$ cat src/rtl/muldiv_iter.sv
// rtl/muldiv_iter.sv - iterative RV32M multiply/divide unit, one product or quotient bit per cycle
module muldiv_iter #(
    parameter int WIDTH = 32
) (
    input  logic             clk,
    input  logic             reset,
    input  logic             start,
    input  logic             flush,
    input  logic [2:0]       funct3,
    input  logic [WIDTH-1:0] a,
    input  logic [WIDTH-1:0] b,
    output logic             busy,
    output logic             done,
    output logic [WIDTH-1:0] result
);
    localparam int CW = $clog2(WIDTH);
    localparam logic [WIDTH-1:0] MIN_NEG = {1'b1, {(WIDTH-1){1'b0}}};

    typedef enum logic [1:0] {S_IDLE, S_CALC, S_FAST, S_DONE} state_t;
    state_t state, state_n;

    logic [CW-1:0]      count;
    logic [2*WIDTH-1:0] acc;
    logic [2*WIDTH-1:0] acc_step;
    logic [WIDTH-1:0]   opm;
    logic [2:0]         op;
    logic               neg_q, neg_r;

    logic             is_div, a_signed, b_signed, sa, sb;
    logic             div_zero, div_ovf, fast;
    logic [WIDTH-1:0] mag_a, mag_b, fast_res;

    // Operand decode at issue: magnitudes, result signs and the divide special cases.
    always_comb begin
        is_div   = funct3[2];
        a_signed = (funct3 != 3'b011) && (funct3 != 3'b101) && (funct3 != 3'b111);
        b_signed = (funct3 == 3'b000) || (funct3 == 3'b001) ||
                   (funct3 == 3'b100) || (funct3 == 3'b110);
        sa       = a_signed & a[WIDTH-1];
        sb       = b_signed & b[WIDTH-1];
        mag_a    = sa ? -a : a;
        mag_b    = sb ? -b : b;
        div_zero = is_div && (b == '0);
        div_ovf  = is_div && !funct3[0] && (a == MIN_NEG) && (b == '1);
        fast     = div_zero || div_ovf;
        if (div_zero) begin
            fast_res = funct3[1] ? a : '1;
        end else begin
            fast_res = funct3[1] ? '0 : a;
        end
    end

    logic [WIDTH:0]   mul_sum, div_shift;
    logic [WIDTH-1:0] div_diff;
    logic             div_ge;

    // acc holds {high, low}: product/multiplier for multiply, remainder/dividend-quotient for divide.
    always_comb begin
        mul_sum   = {1'b0, acc[2*WIDTH-1:WIDTH]} + (acc[0] ? {1'b0, opm} : '0);
        div_shift = {acc[2*WIDTH-1:WIDTH], acc[WIDTH-1]};
        div_ge    = div_shift >= {1'b0, opm};
        div_diff  = div_shift[WIDTH-1:0] - opm;
        if (op[2]) begin
            acc_step = {(div_ge ? div_diff : div_shift[WIDTH-1:0]), acc[WIDTH-2:0], div_ge};
        end else begin
            acc_step = {mul_sum, acc[WIDTH-1:1]};
        end
    end

    logic [2*WIDTH-1:0] prod;
    logic [WIDTH-1:0]   quo, rem, calc_res;

    always_comb begin
        prod = neg_q ? -acc_step : acc_step;
        quo  = neg_q ? -acc_step[WIDTH-1:0] : acc_step[WIDTH-1:0];
        rem  = neg_r ? -acc_step[2*WIDTH-1:WIDTH] : acc_step[2*WIDTH-1:WIDTH];
        case (op)
            3'b000:                 calc_res = prod[WIDTH-1:0];
            3'b001, 3'b010, 3'b011: calc_res = prod[2*WIDTH-1:WIDTH];
            3'b100, 3'b101:         calc_res = quo;
            default:                calc_res = rem;
        endcase
    end

    always_comb begin
        state_n = state;
        case (state)
            S_IDLE, S_DONE: begin
                if (start) begin
                    state_n = fast ? S_FAST : S_CALC;
                end else begin
                    state_n = S_IDLE;
                end
            end
            S_CALC: begin
                if (flush) begin
                    state_n = S_IDLE;
                end else if (count == '0) begin
                    state_n = S_DONE;
                end
            end
            S_FAST:  state_n = S_DONE;
            default: state_n = S_IDLE;
        endcase
    end

    always_ff @(posedge clk or negedge reset) begin
        if (!reset) begin
            state  <= S_IDLE;
            count  <= '0;
            acc    <= '0;
            opm    <= '0;
            op     <= '0;
            neg_q  <= 1'b0;
            neg_r  <= 1'b0;
            result <= '0;
        end else begin
            state <= state_n;
            case (state)
                S_IDLE, S_DONE: begin
                    if (start) begin
                        op    <= funct3;
                        neg_q <= sa ^ sb;
                        neg_r <= sa;
                        count <= CW'(WIDTH - 1);
                        opm   <= is_div ? mag_b : mag_a;
                        if (fast) begin
                            acc <= {{WIDTH{1'b0}}, fast_res};
                        end else begin
                            acc <= {{WIDTH{1'b0}}, (is_div ? mag_a : mag_b)};
                        end
                    end
                end
                S_CALC: begin
                    if (!flush) begin
                        acc   <= acc_step;
                        count <= count - CW'(1);
                        if (count == '0) begin
                            result <= calc_res;
                        end
                    end
                end
                S_FAST: result <= acc[WIDTH-1:0];
                default: ;
            endcase
        end
    end

    // Both handshake outputs come straight from the state register.
    assign busy = (state == S_CALC) || (state == S_FAST);
    assign done = (state == S_DONE);

endmodule

$ cat config.mk
export PLATFORM = sky130hd
export DESIGN_NAME = muldiv_iter
export DESIGN_NICKNAME = d
export VERILOG_FILES = /design/src/rtl/muldiv_iter.sv
export SDC_FILE = /design/constraint.sdc
export NUM_CORES = 1
export LEC_CHECK = 0
export BUFFER_PORTS_ARGS = -buffer_cell sky130_fd_sc_hd__buf_2
export CORE_UTILIZATION = 30
export CTS_CLUSTER_SIZE = 25
export DETAILED_ROUTE_END_ITERATION = 12
export PLACE_DENSITY = 0.52
export RECOVER_POWER = 50
export SETUP_SLACK_MARGIN = 0.1
export SYNTH_ARGS = -nofsm -noshare
export SYNTH_HDL_FRONTEND = slang
export SYNTH_SLANG_ARGS = --single-unit
$ cat constraint.sdc
create_clock -name clk -period 8.5 [get_ports clk]
set_input_delay 0.425 -clock clk [delete_from_list [all_inputs] [get_ports clk]]
set_output_delay 0.425 -clock clk [all_outputs]
set_load 0.05 [all_outputs]
==> metrics.md, run 1 <==
| Metric | Value |
|---|---|
| Number of synthesized flops with an enable pin | 0 |
| Antenna cells | 0 |
| Worst R2R Path Depth | 19 |
| Crit path max-delay family | compound AO/OA/AOI/OAI gates |
| Final Wtd Congestion | 0.976 |
| TritonRoute pass-1 iters | 5 |
| Hold_sp | funct3[0] |
| Crit-path cells | ha_1 > a21o_1 > a21oi_2 > a2111oi_4 > o31ai_4 > a211o_2 > nand2_1 > inv_1 > ha_1 > inv_1 > or3_1 > or3_1 > or2_2 > nor2_1 > nor2_1 > inv_1 > o211ai_1 > a221oi_1 > o21ai_0 |
| Total grt overflow | 0 |
| Die Span Y | 238 um |
| # DRC | 0 |
| Growth of design area from synthesis to finish | 9.98% |
| Slew HR | -271% |
| IO Count | 105 |
| YS warnings | 0 |
| Actual transition at the worst max-transition pin | 5560 ps |
| Synth unique cells | 110 |
| Post-CTS sizing | 0 |
| Clock sink count | 140 |
| Crit path top cell by count | inv_1 |
| Critical Path Fanout Max | 23 |
| Syn Nets | 2,469 |
| Via count | 18,500 |
| Post-Syn Area per Cell | 7.21 um^2 |
| CP bufs+invs | 3 |
| Period minus WS final | 6390 ps |
| Max Clock Freq | 156 MHz |
| Crit path required time | 8850 ps |
| DIE WIDTH | 238 um |
| Slowest CP cell | nor2_1 |
| Clock Tree Buf Depth | 2 |
| Share of cells above drive strength 1 | 9.05% |
| Sum Neg Setup Slack | 0 ps |
| Setup Viol. Count Final | 0 |
| Hold depth | 2 |
| DP HPWL | 59.4 mm |
| Async SR Flop Fraction | 100% |
| Detailed-route vias per instance | 5.99 |
| Outcome | finished, violations left |
| CP max stage delay | 700 ps |
| Core Area | 55,100 um^2 |
| Final ANT Viol Nets | 0 |
| First-pass GRT wire length | 112 mm |
| Arrival time at the worst endpoint | 6750 ps |
| Final net count | 2,477 |
| Commonest non-fill, non-tap cell in the layout | o21ai_0 |
| Pin count of the biggest net entering global routing | 108 |
| Clk pin slew, worst setup/hold paths | 80 ps |
| Top FF cell, synth | dfrtp_1 |
| Clock latency on the worst-skew pair | 480 ps |
| R2r setup slk | 2110 ps |
| Failing checks | max-capacitance violations, max-slew violations |
| Final WL | 75.9 mm |
| FF-to-FF End | result[8] |
| Site Rows | 86 |
| Top cells by area, synth | dfrtp_1 21%, o21ai_0 9.4%, nand2_1 6.8% |
| Synth Register Bits | 140 |
| Max Cap Viol | 1 |
| PortBufs | 104 |
| Max-slew violations | 91 |
| Synth Cell Area | 16,700 um^2 |
| Clock skew | 22.1 ps |
| Seq/Total Area, Yosys | 20.9% |
| Crit Reg-Reg Startpoint | acc[34] |
| CTS hold repair buffers | 0 |
| Post-CTS Setup Bufs | 0 |
| Initial antenna violation count | 3 |
| Yosys top cell by area | dfrtp_1 |
| Clk root buf | clkbuf_16 |
| Htree depth | 4 |
| Synth top area share | 20.9% |
| Starting Density | 30.4% |
| Die area | 56,800 um^2 |
| Synth Instances | 2,322 |
| Period Utilization, post-route | 75.2% |
| Worst min path class | in2reg |
| WS Path Type | reg2reg |
| Critical path launch point type | flip-flop |
| Critical path capture point type | flip-flop |
| CTS tree | done |
| Commonest non-fill, non-tap cells in the layout | 313 x o21ai_0, 302 x nand2_1, 199 x a21oi_1 |
| Final hold violations | 0 |
| Critical Path Source | acc[34] |
| 1st-iter DRT viols | 2,049 |
| Hold Path Sink | op[0] |
| CTS Buf Count | 17 |
| Vias in the first global route | 17,100 |
| Instance count on the critical path | 19 |
| WL/cell | 24.5 um |
| RSZ-0062 raised after global routing | no |
| Tot GR Track Use | 26.3% |
cells in the mapped netlist, types with 21 or more instances:
master,count
a21oi_1,199
inv_1,88
and3_1,22
o21ai_0,314
o31ai_1,21
o211ai_1,50
ha_1,74
and2_1,44
a21o_1,34
a31oi_1,21
nor3_1,59
mux2i_1,50
dfrtp_1,140
clkbuf_1,112
xor2_1,60
nand3_1,46
nor2_1,151
or3_1,27
nand2_1,303
nor4_1,28
nand4_1,34
xnor2_1,70
per-stage QoR:
stage               util, %  hold slack [ps]  instance area [um^2]  std cells  worst slack [ps]
finish                 33.4              351                 18400       3091              2110
global route           33.4              342                 18400       3091              1470
CTS                    33.5             70.9                 18500       3091              2270
detailed placement     32.4              469                 17900       3059              2300
global placement       32.4              463                 17900       3059              2410
floorplan                 -              129                 16700       2322              3230
cell type report:
cell class / count / area (um^2)
clock buffers: 17 / 425
clock inverters: 15 / 178
fillers: 5991 / 36700
inverters: 90 / 338
multi-input cells: 1946 / 12300
flip-flops and latches: 140 / 3510
well taps: 748 / 936
repair buffers: 135 / 721
kinds of logic (layout without fill, tap and decap cells):
group                    after synthesis  in the layout  share of synthesized area, %
buffers and inverters                236            257                          5.71
AO/OA/AOI/OAI                        856            856                          32.5
AND/OR/NAND/NOR                      819            819                          24.2
multiplexers                          65             65                          4.09
flip-flops                           140            140                          20.9
adder cells (fa/ha/maj)               76             76                          5.77
XOR/XNOR                             130            130                          6.80
worst max path at each step:
stage                       to  slack [ps]
floorplan           result[24]        3230
global placement    result[10]        2410
detailed placement  result[10]        2300
finish               result[8]        2110
CTS                 result[10]        2270
global route             op[2]        1470
sequential cells by signal, indices dropped and copies added (netlist names):
signal	count
opm	32
neg_q	1
result	32
state	2
op	3
acc	64
neg_r	1
count	5
routing by layer:
layer	vias up	share of wire [%]	track usage (%)
li1	8597	-	-
met1	8966	45	36.9
met2	833	44	40.7
met3	116	7.1	3.49
met4	0	3.9	10.0
met5	-	0	0
Power of run 1 is left out: the tool's default activity adds up to more than one toggle a clock period on the data nets, which glitch-free logic cannot reach.
==> inputs of run 2 (changes only) <==
==> constraint.sdc (replaced) <==
create_clock -name clk -period 5.9 [get_ports clk]
set_input_delay 0.295 -clock clk [delete_from_list [all_inputs] [get_ports clk]]
set_output_delay 0.295 -clock clk [all_outputs]
set_load 0.05 [all_outputs]
==> run 2 against run 1 <==
Effect of this change:
- the flow still finishes with violations (max-capacitance violations, max-slew violations)
- die area did not move
- setup slack got worse by 1700 ps
- clock skew down 6.9 ps
- fmax is 17% higher
- sequential share of layout area shrank 0.24 points
- core utilization rose by 0.43 points
- first-iteration DRC count down 3.1%
- non-clock buffer count increased by 36
- register-to-register slack lost 1700 ps
- sequential cell count unchanged
- via count up 1.1%
- critical endpoint is now result[24]
- largest cell class unchanged
==> metrics.md, run 2 (synthesis gave the netlist of run 1 again) <==
| Metric | Value |
|---|---|
| Post-CTS sizing | 0 (unchanged) |
| Crit path required time | 6240 ps (-2610 ps) |
| CTS Buf Count | 17 (unchanged) |
| PortBufs | 104 (unchanged) |
| Worst min path class | in2reg |
| Actual transition at the worst max-transition pin | 3080 ps (-2480 ps) |
| Final WL | 77.8 mm (+2.5%) |
| Worst hold slack | 208 ps (-143 ps) |
| Finished Layout Cells | 3,126 (+1.1%) |
| Detailed-route vias per instance | 5.99 (about the same) |
| Clock sink count | 140 (unchanged) |
| Max-slew violations | 50 (-45%) |
| Slew HR | -106% (+170 points) |
| Biggest register | acc |
| Antenna cells | 0 (unchanged) |
| TritonRoute pass-1 iters | 6 (+1) |
| CTS tree | done |
| Fill cells | 6,017 (+0.43%) |
| Die area | 56,800 um^2 (unchanged) |
| Total grt overflow | 0 (unchanged) |
| Final ANT Viol Nets | 0 (unchanged) |
| Setup Viol. Count Final | 0 (unchanged) |
| Final Wtd Congestion | 1.00 (+2.6%) |
| Sum Neg Setup Slack | 0 ps (unchanged) |
| Clock latency on the worst-skew pair | 480 ps (about the same) |
| WL/cell | 24.9 um (+1.4%) |
| Vias in the first global route | 17,300 (+1.3%) |
| Final net count | 2,513 (+1.5%) |
| IO Count | 105 (unchanged) |
| DP HPWL | 61.3 mm (+3.2%) |
| Share of cells above drive strength 1 | 9.97% (+0.92 points) |
| Critical Path Fanout Max | 10 (-57%) |
| First-pass GRT wire length | 115 mm (+2.6%) |
| Die Span Y | 238 um (unchanged) |
| Failing checks | max-capacitance violations, max-slew violations |
| Period minus WS final | 5480 ps (-909 ps) |
| Starting Density | 30.4% (unchanged) |
| Placed Cells | 3,094 (+1.1%) |
| Core Area | 55,100 um^2 (unchanged) |
| Max Cap Viol | 1 (unchanged) |
| Number of flip-flops in the largest register | 64 (unchanged) |
| Pin count of the biggest net entering global routing | 113 (+4.6%) |
| Clock skew | 15.2 ps (-6.90 ps) |
| Critical path launch point type | flip-flop |
| Outcome | finished, violations left |
| Clk pin slew, worst setup/hold paths | 70 ps (about the same) |
| # DRC | 0 (unchanged) |
| Commonest non-fill, non-tap cells in the layout | 313 x o21ai_0, 302 x nand2_1, 199 x a21oi_1 |
| Initial antenna violation count | 1 (-2) |
| RSZ-0062 raised after global routing | no |
| Site Rows | 86 (unchanged) |
| Growth of design area from synthesis to finish | 11.4% |
| CTS hold repair buffers | 1 (+1) |
| Largest registers | acc x64, opm x32, result x32 |
| Arrival time at the worst endpoint | 5820 ps (-930 ps) |
| WS Path Type | reg2reg |
| Via count | 18,700 (+1.1%) |
| Clk root buf | clkbuf_16 |
| Tot GR Track Use | 27.1% (+0.78 points) |
| 1st-iter DRT viols | 1,986 (-3.1%) |
| Htree depth | 4 (unchanged) |
| Commonest non-fill, non-tap cell in the layout | o21ai_0 |
| Final hold violations | 0 (unchanged) |
| Clock Tree Buf Depth | 2 (unchanged) |
| Period Utilization, post-route | 93.0% (+18 points) |
| Max Clock Freq | 182 MHz (+17%) |
| Post-CTS Setup Bufs | 0 (unchanged) |
| Critical path capture point type | flip-flop |
| DIE WIDTH | 238 um (unchanged) |
-- run 2: critical path, cell delays in order, from the launching register on --
cell and delay (ps):
dfrtp_1 430, ha_1 450, a21oi_1 230, o21ai_0 250, a221oi_2 490, and3_2 310, a211o_2 200, nand2_1 90
inv_1 130, ha_1 230, inv_1 70, or3_1 440, or3_1 370, or2_2 380, or2_1 300, nor3_1 160
nand4_1 130, o41ai_2 250, xnor2_1 120, a221oi_2 230, o22ai_1 100
-- run 2: worst paths after layout --
path | from | endpoint | slack (ps) | depth (start not counted)
setup / recovery | acc[47] | result[24] | 420 | 20
hold / removal | funct3[0] | op[0] | 210 | 2
setup reg to reg | acc[47] | result[24] | 420 | 20
hold reg to reg | result[13] | result[13] | 490 | 2
max in group asynchronous | reset | op[2] | 1840 | 3
min in group asynchronous | reset | opm[26] | 1370 | 2
-- run 2: final cells by class --
cell class                      instances  area (um^2)  share of cell area (%)
Multi-Input combinational cell       1946        12300                    66.0
Sequential cell                       140         3510                    18.8
Tap cell                              748          936                    5.02
Clock buffer                           17          425                    2.28
Timing Repair Buffer                  171          981                    5.26
Inverter                               90          338                    1.81
Clock inverter                         14          161                   0.865
-- run 2: stage by stage --
| stage | worst slack, ps | util, % | area, um^2 |
|---|---|---|---|
| 6_report | 415 | 33.9 | 18700 |
| 5_1_grt | 125 | 33.9 | 18700 |
| 4_1_cts | 505 | 34.0 | 18700 |
| 3_5_place_dp | 509 | 32.9 | 18100 |
| 3_3_place_gp | 578 | 32.9 | 18100 |
| 2_1_floorplan | 635 | - | 16700 |
-- run 2: metal layers --
| layer | part of all wire (%) | track usage (%) | up-vias |
|---|---|---|---|
| met2 | 44 | 41.5 | 867 |
| met3 | 7.9 | 4.65 | 130 |
| met5 | 0 | 0 | - |
| met4 | 3.8 | 10.4 | 0 |
| li1 | - | - | 8676 |
| met1 | 45 | 37.7 | 9039 |
Power of run 2 is left out for the same reason.
